### src/rtl/pipe_reg_chain.sv
// Elastic valid/ready pipeline of STAGES register slots carrying WIDTH-bit words.
// Latency: STAGES cycles from input accept to out_valid on an empty chain; 1 beat/cycle sustained.
// Backpressure: ready ripples back combinationally, empty slots collapse bubbles, full chain with out_ready=0 drops in_ready.
module pipe_reg_chain #(
    parameter int               WIDTH       = 32,
    parameter int               STAGES      = 2,
    parameter logic [WIDTH-1:0] RESET_VALUE = '0,
    localparam int              OCC_W       = $clog2(STAGES + 1)
) (
    input  logic             clk,
    input  logic             reset,
    input  logic             clear,
    input  logic             in_valid,
    output logic             in_ready,
    input  logic [WIDTH-1:0] in_data,
    output logic             out_valid,
    input  logic             out_ready,
    output logic [WIDTH-1:0] out_data,
    output logic [OCC_W-1:0] occupancy
);

    logic [STAGES-1:0] vld_q;
    logic [STAGES-1:0] vld_d;
    logic [WIDTH-1:0]  data_q [STAGES];
    logic [WIDTH-1:0]  data_d [STAGES];
    logic [OCC_W-1:0]  occ_q;
    logic [OCC_W-1:0]  occ_d;

    logic [STAGES-1:0] rdy;        // rdy[k]: the slot downstream of stage k can take a beat this cycle
    logic [STAGES-1:0] enter;      // a beat moves into stage k at this edge
    logic [STAGES-1:0] leave;      // the beat in stage k moves on at this edge
    logic [WIDTH-1:0]  src [STAGES];
    logic              stage0_free;
    logic              in_xfer;

    // Ready ripples from the consumer towards the input; any empty slot downstream opens the path.
    always_comb begin : ready_chain_c
        logic r;
        r           = out_ready;
        rdy         = '0;
        for (int k = STAGES - 1; k >= 0; k--) begin
            rdy[k] = r;
            r      = !vld_q[k] || r;
        end
        stage0_free = r;
    end

    assign in_ready = stage0_free && !clear && !reset;
    assign in_xfer  = in_valid && in_ready;

    // Per-stage move decisions; clear freezes inter-stage moves so data registers hold.
    always_comb begin : transfer_c
        enter           = '0;
        leave           = '0;
        src[0]          = in_data;
        enter[0]        = in_xfer;
        leave[STAGES-1] = vld_q[STAGES-1] && out_ready;
        for (int k = 0; k < STAGES - 1; k++) begin
            leave[k]     = vld_q[k] && rdy[k] && !clear;
            enter[k + 1] = leave[k];
            src[k + 1]   = data_q[k];
        end
    end

    // Next valid/data per stage; an arriving beat wins over a departing one, clear empties everything.
    always_comb begin : next_state_c
        vld_d  = vld_q;
        data_d = data_q;
        occ_d  = '0;
        for (int k = 0; k < STAGES; k++) begin
            if (enter[k]) begin
                vld_d[k]  = 1'b1;
                data_d[k] = src[k];
            end else if (leave[k]) begin
                vld_d[k] = 1'b0;
            end
        end
        if (clear) begin
            vld_d = '0;
        end
        for (int k = 0; k < STAGES; k++) begin
            occ_d = occ_d + OCC_W'(vld_d[k]);
        end
    end

    // State registers with synchronous reset taking priority over clear and handshakes.
    always_ff @(posedge clk) begin
        if (reset) begin
            vld_q <= '0;
            occ_q <= '0;
            for (int k = 0; k < STAGES; k++) begin
                data_q[k] <= RESET_VALUE;
            end
        end else begin
            vld_q <= vld_d;
            occ_q <= occ_d;
            for (int k = 0; k < STAGES; k++) begin
                data_q[k] <= data_d[k];
            end
        end
    end

    assign out_valid = vld_q[STAGES-1];
    assign out_data  = data_q[STAGES-1];
    assign occupancy = occ_q;

endmodule

### config.mk
export PLATFORM = sky130hd
export DESIGN_NAME = pipe_reg_chain
export DESIGN_NICKNAME = d
export VERILOG_FILES = /design/src/rtl/pipe_reg_chain.sv
export SDC_FILE = /design/constraint.sdc
export NUM_CORES = 1
export LEC_CHECK = 0
export CORE_MARGIN = 2
export CORE_UTILIZATION = 49
export DETAILED_ROUTE_END_ITERATION = 10
export PLACE_DENSITY = 0.78
export SYNTH_ARGS = -nofsm -noshare
export SYNTH_HDL_FRONTEND = slang
export SYNTH_SLANG_ARGS = --single-unit
### constraint.sdc
create_clock -name clk -period 2 [get_ports clk]
set_input_delay 0.3 -clock clk [delete_from_list [all_inputs] [get_ports clk]]
set_output_delay 0.3 -clock clk [all_outputs]
set_load 0.02 [all_outputs]
==> results of run 1 <==
## sequential cells by signal, summed over array words and instances (netlist names)
register / flops
data_q: 32
occupancy: 2
out_data: 32
vld_q: 2
## path summary, 6_finish.rpt
kind | start | to | slack, ns | cells past startpoint
worst max-delay path | out_ready | in_ready | 0.16 | 4
worst min-delay path | data_q[37] | out_data[5] | 0.46 | 2
worst max register to register | vld_q[0] | occupancy[0] | 0.31 | 6
worst min register to register | data_q[37] | out_data[5] | 0.46 | 2
## critical path: stages
cell and delay [ns]:
clkdlybuf4s50_1 0.49, and3b_1 0.20, nor3_1 0.19, dlygate4sd2_1 0.37
## routing by layer
metal | vias up | track usage [%] | routed length, um
met4 | 0 | 13.50 | 200
li1 | 1276 | - | -
met3 | 18 | 5.055 | 467
met5 | - | 0 | 0
met1 | 1206 | 27.61 | 3066
met2 | 100 | 36.39 | 3593
## cell families (layout without fill, tap and decap cells)
| group | count (synthesis) | in the layout |
|---|---|---|
| adders and majority gates | 1 | 1 |
| and+or+nand+nor | 111 | 111 |
| DFF | 68 | 68 |
| AOI/OAI and AO/OA | 97 | 97 |
| buffers and inverters | 71 | 105 |
## what timing repair did
item                                    CTS  global route
resized for setup                         1             0
hold endpoints to repair                  0             0
endpoints found under the setup margin    1             0
## per-stage QoR
step	cell area, um2	util [%]
final	3729	63.35
after global routing	3729	63.35
after CTS	3729	63.35
after detailed placement	3461	58.80
after global placement	3461	58.80
after floorplan	2959	-
## cell usage after synthesis, types with 3 or more instances
| cell type | count |
|---|---|
| dfxtp_1 | 68 |
| nand3_1 | 64 |
| buf_4 | 36 |
| a21oi_1 | 32 |
| nand2_1 | 32 |
| o311ai_1 | 28 |
| o21ai_0 | 26 |
| clkbuf_1 | 21 |
| buf_2 | 8 |
| o21ai_1 | 6 |
| nor2_1 | 4 |
| o311ai_0 | 4 |
| buf_6 | 3 |
| nor2b_1 | 3 |
## final cells by class
cell class / instances / area [um2] / share of cell area (%)
clock buffer: 13 / 178.9 / 4.799
timing repair buffer: 87 / 832.0 / 22.32
inverter: 2 / 7.507 / 0.2013
tap: 75 / 93.84 / 2.517
clock inverter: 3 / 90.09 / 2.416
sequential: 68 / 1361 / 36.51
multi-input combinational: 209 / 1165 / 31.24
## power by group
group	switching (mW)	internal, mW	leakage [nW]
Sequential	0.0198	1.39	0.552
Clock	0.500	0.965	0.136
Combinational	0.117	0.112	0.743
Total	0.636	2.47	1.43
==> qor.csv, run 1 <==
metric,value,unit
endpoint_kind,output pin,
detail_route.wl_per_cell,16.04,um
cts_buffers,9,
synth_edf_count,0,
die_h,81.71,um
drt-pass1-iter-count,4,
worst_slew_pin_slew,0.5931,ns
status,finished clean,
viasPerCell,5.689,
rsz0062_at_grt,no,
pre_cts_ws,-0.1515,ns
synth_xor_area_share,0,%
synth_cell_types,25,
grt_util_all_layers,22.59,%
numPortBuffers,72,
seq_area_frac_synth,46.00,%
pin_count,73,
h-tree-depth,3,
leakage,1.431,nW
fmax,543.9,MHz
synth_area_leaders,"dfxtp_1 46%, nand3_1 11%, buf_4 9.1%",
drc,0,
synth_top_area_share,46.00,%
crit_path_start_kind,primary input,
fp.dieArea,0.006677,mm2
place_inst,441,
ys.warnings.count,0,
num_vias,2600,
n_antenna_cell,0,
fillers,488,
fin_worst_skew,0.004918,ns
crit_fanout,4,
ant_nets,0,
cts_root_buf,clkbuf_8,
place_congestion,0.7743,
slew_headroom,60.46,%
power_density,832.7,mW/mm2
gr-total-overflow,0,
worst_slack,0.1614,ns
worstPathArrival,1.54,ns
final_nets,415,
synth_compound_area_share,20.55,%
layout_commonest_cell,clkdlybuf4s50_1,
synth_top_area_cell,dfxtp_1,
path_clk_slew,0.07,ns
syn_inst,348,
synthAdderAreaFrac,0.4228,%
clk_latency,0.34,ns
syn-num-nets,386,
whs,0.4644,ns
numClockSinks,68,
drtIter0Drc,205,
cts_tree,built,
synth_ff_type,dfxtp_1,
cts_post_setup_buffers_inserted,0,
finalHoldViolCount,0,
area_delta_synth_final,26.00,%
rows,28,
period_share,91.93,%
syn_area_per_cell,8.503,um2
antenna_found_initial,0,
drv_cap,0,
grt_pass1_wl,11290,um
synthSimpleGateAreaFrac,18.31,%
ys_ff_latch,68,
ir_drop,497.4,uV
initial_core_util,50.28,%
setup_viol,0,
cp.required,1.70,ns
muxShareOfSynthArea,0,%
totalWireLength,7328,um
cts_hold_buf,0,
tns,0,ns
die_x,81.71,um
netlist_area,0.002959,mm2
stdcell_count,457,
async_flop_share,0,%
final_cell_mix,"71 x clkdlybuf4s50_1, 68 x dfxtp_1, 64 x nand3_1",
core_area,0.005886,mm2
slew_violations,0,
drive_above_1_share,8.901,%
p_total,3.105,mW
synth_top_family_by_area,compound AO/OA/AOI/OAI gates,
dpl.hpwl,4353,um
period_minus_slack,1.839,ns
critPathKind,primary input to output pin,
grt_pass1_vias,2333,
grt_max_degree,35,
hold_path.class,flop to flop,
ctsLongestPathBuffers,2,
Note: power is estimated with default switching activity, not from simulation.
==> inputs of run 2 (changes only) <==
- CORE_UTILIZATION: 49 -> 44
- PLACE_DENSITY: 0.78 -> 0.74
- clock period: 2 -> 1.48 ns (I/O delays scaled with it)
==> run 2 against run 1 <==
Non-clock buffer count is 6 higher; utilization is 5.1 points lower; clock power is 12% higher; power is 24% higher; combinational power is 39% higher; register-to-register slack worse by 0.21 ns; flip-flop and latch count stayed put; clock skew is 0.0069 ns higher; critical path depth stayed put; sequential share of layout area is 0.10 points lower; critical path type unchanged.
==> qor.csv, run 2 (synthesized netlist as in run 1, its figures left out) <==
metric,value,unit,change
cts_post_setup_buffers_inserted,0,,unchanged
detail_route.wl_per_cell,15.63,um,was 16.04 um
final_nets,421,,was 415
rsz0062_at_grt,yes,,was no
area_delta_synth_final,26.47,%,was 26.00%
grt_util_all_layers,20.61,%,was 22.59%
cts_hold_buf,0,,unchanged
initial_core_util,46.07,%,was 50.28%
numPortBuffers,72,,unchanged
stdcell_count,465,,was 457
drive_above_1_share,11.08,%,was 8.901%
fin_worst_skew,0.01179,ns,was 0.004918 ns
grt_max_degree,34,,was 35
p_total,3.856,mW,was 3.105 mW
numClockSinks,68,,unchanged
rows,29,,was 28
cts_tree,built,,unchanged
grt_pass1_vias,2485,,was 2333
slew_headroom,78.28,%,was 60.46%
cts_root_buf,clkbuf_8,,unchanged
ir_drop,492.0,uV,was 497.4 uV
ctsLongestPathBuffers,2,,unchanged
fp.dieArea,0.007397,mm2,was 0.006677 mm2
dpl.hpwl,4638,um,was 4353 um
whs,0.4204,ns,was 0.4644 ns
status,finished clean,,unchanged
cp.required,1.26,ns,was 1.70 ns
period_minus_slack,1.467,ns,
die_x,86.01,um,was 81.71 um
drt-pass1-iter-count,4,,unchanged
finalHoldViolCount,0,,unchanged
pin_count,73,,unchanged
worst_slew_pin_slew,0.3217,ns,was 0.5931 ns
critPathKind,primary input to output pin,,unchanged
post-route-util,58.27,%,was 63.35%
worstRegToRegCells,6,,unchanged
setup_viol,0,,unchanged
slew_violations,0,,unchanged
crit_fanout,2,,was 4
num_vias,2580,,was 2600
final_cell_mix,"67 x dfxtp_1, 64 x nand3_1, 35 x clkdlybuf4s50_1, 35 x dlygate4sd2_1",,"was 71 x clkdlybuf4s50_1, 68 x dfxtp_1, 64 x nand3_1"
rr_startpoint,vld_q[1],,was vld_q[0]
n_antenna_cell,0,,unchanged
min_path_cells,4,,was 2
fmax,681.5,MHz,
core_area,0.006422,mm2,was 0.005886 mm2
drv_cap,0,,unchanged
r2r-end,occupancy[0],,unchanged
grt_pass1_wl,11960,um,was 11290 um
drtIter0Drc,168,,was 205
viasPerCell,5.548,,was 5.689
endpoint_kind,output pin,,unchanged
hold_end,out_data[25],,was out_data[5]
leakage,1.622,nW,was 1.431 nW
ant_nets,0,,unchanged
totalWireLength,7270,um,was 7328 um
fillers,606,,was 488
power_density,1030,mW/mm2,was 832.7 mW/mm2
r2r_slack,0.10,ns,was 0.31 ns
layout_commonest_cell,dfxtp_1,,was clkdlybuf4s50_1
cts_buffers,9,,unchanged
drc,0,,unchanged
antenna_found_initial,0,,unchanged
place_inst,449,,was 441
worstHoldStart,reset,,was data_q[37]
h-tree-depth,3,,unchanged
path_clk_slew,0.08,ns,was 0.07 ns
crit_path_start_kind,primary input,,unchanged
hold_path.class,primary input to flop,,was flop to flop
clk_latency,0.34,ns,about the same
worstPathArrival,1.25,ns,was 1.54 ns
period_share,99.15,%,
die_h,86.01,um,was 81.71 um
place_congestion,0.8009,,was 0.7743
gr-total-overflow,0,,unchanged
run 2: changes by cell type in the layout (fill, tap and decap cells not counted), sizes merged:
cell / delta
inv: +1
dlygate4sd2: +34
clkbuf: -1
buf: +8
bufinv: -2
clkdlybuf4s50: -36
clkinvlp: +1
clkinv: +1
run 2: where the power goes:
part	switching [mW]	leakage [nW]	internal, mW
clock network	0.707	0.109	0.925
logic	0.158	0.961	0.161
registers	0.0255	0.553	1.88
run 2: worst max-delay path by stage:
| stage | slack (ns) | end | from | depth (start not counted) |
|---|---|---|---|---|
| finish | 0.01 | in_ready | out_ready | 4 |
| global route | -0.02 | in_ready | out_ready | 4 |
| CTS | 0.03 | in_ready | out_ready | 4 |
| detailed placement | -0.39 | in_ready | out_ready | 4 |
| global placement | -0.39 | in_ready | out_ready | 4 |
| floorplan | 0.009 | in_ready | vld_q[1] | 4 |
run 2: through the flow:
stage | worst slack, ns | cell area, um2 | setup TNS [ns]
after floorplan | 0.008641 | 2960 | 0
after global placement | -0.3874 | 3555 | -12.69
after detailed placement | -0.3930 | 3555 | -14.69
after CTS | 0.02737 | 3730 | 0
after global routing | -0.02468 | 3742 | -0.03645
final | 0.01256 | 3742 | 0
run 2: layout make-up:
| cell class | instances | area (um2) | area share, % |
|---|---|---|---|
| clock buffers | 12 | 165.2 | 4.413 |
| clock inverters | 4 | 55.05 | 1.471 |
| inverters | 2 | 7.507 | 0.2006 |
| multi-input cells | 209 | 1165 | 31.13 |
| flip-flops and latches | 68 | 1363 | 36.41 |
| well taps | 77 | 96.34 | 2.574 |
| repair buffers | 93 | 890.9 | 23.80 |
run 2: repair_timing:
item,4_1_cts,5_1_grt
endpoints found under the hold margin,0,0
endpoints found under the setup margin,37,2
resized for setup,41,3
pin swaps,0,0
run 2: per-layer routing:
layer	part of all wire [%]	vias up	GRT usage, %	wire length (um)
li1	-	1288	-	-
met1	45	1195	27.46	3236
met2	47	88	32.21	3443
met3	6.4	9	3.850	468
met4	1.7	0	9.668	122
met5	0	-	0	0
run 2: critical path: stages:
cell and delay (ns):
clkdlybuf4s50_1 0.47, and3b_1 0.22, nor3_1 0.15, buf_2 0.19
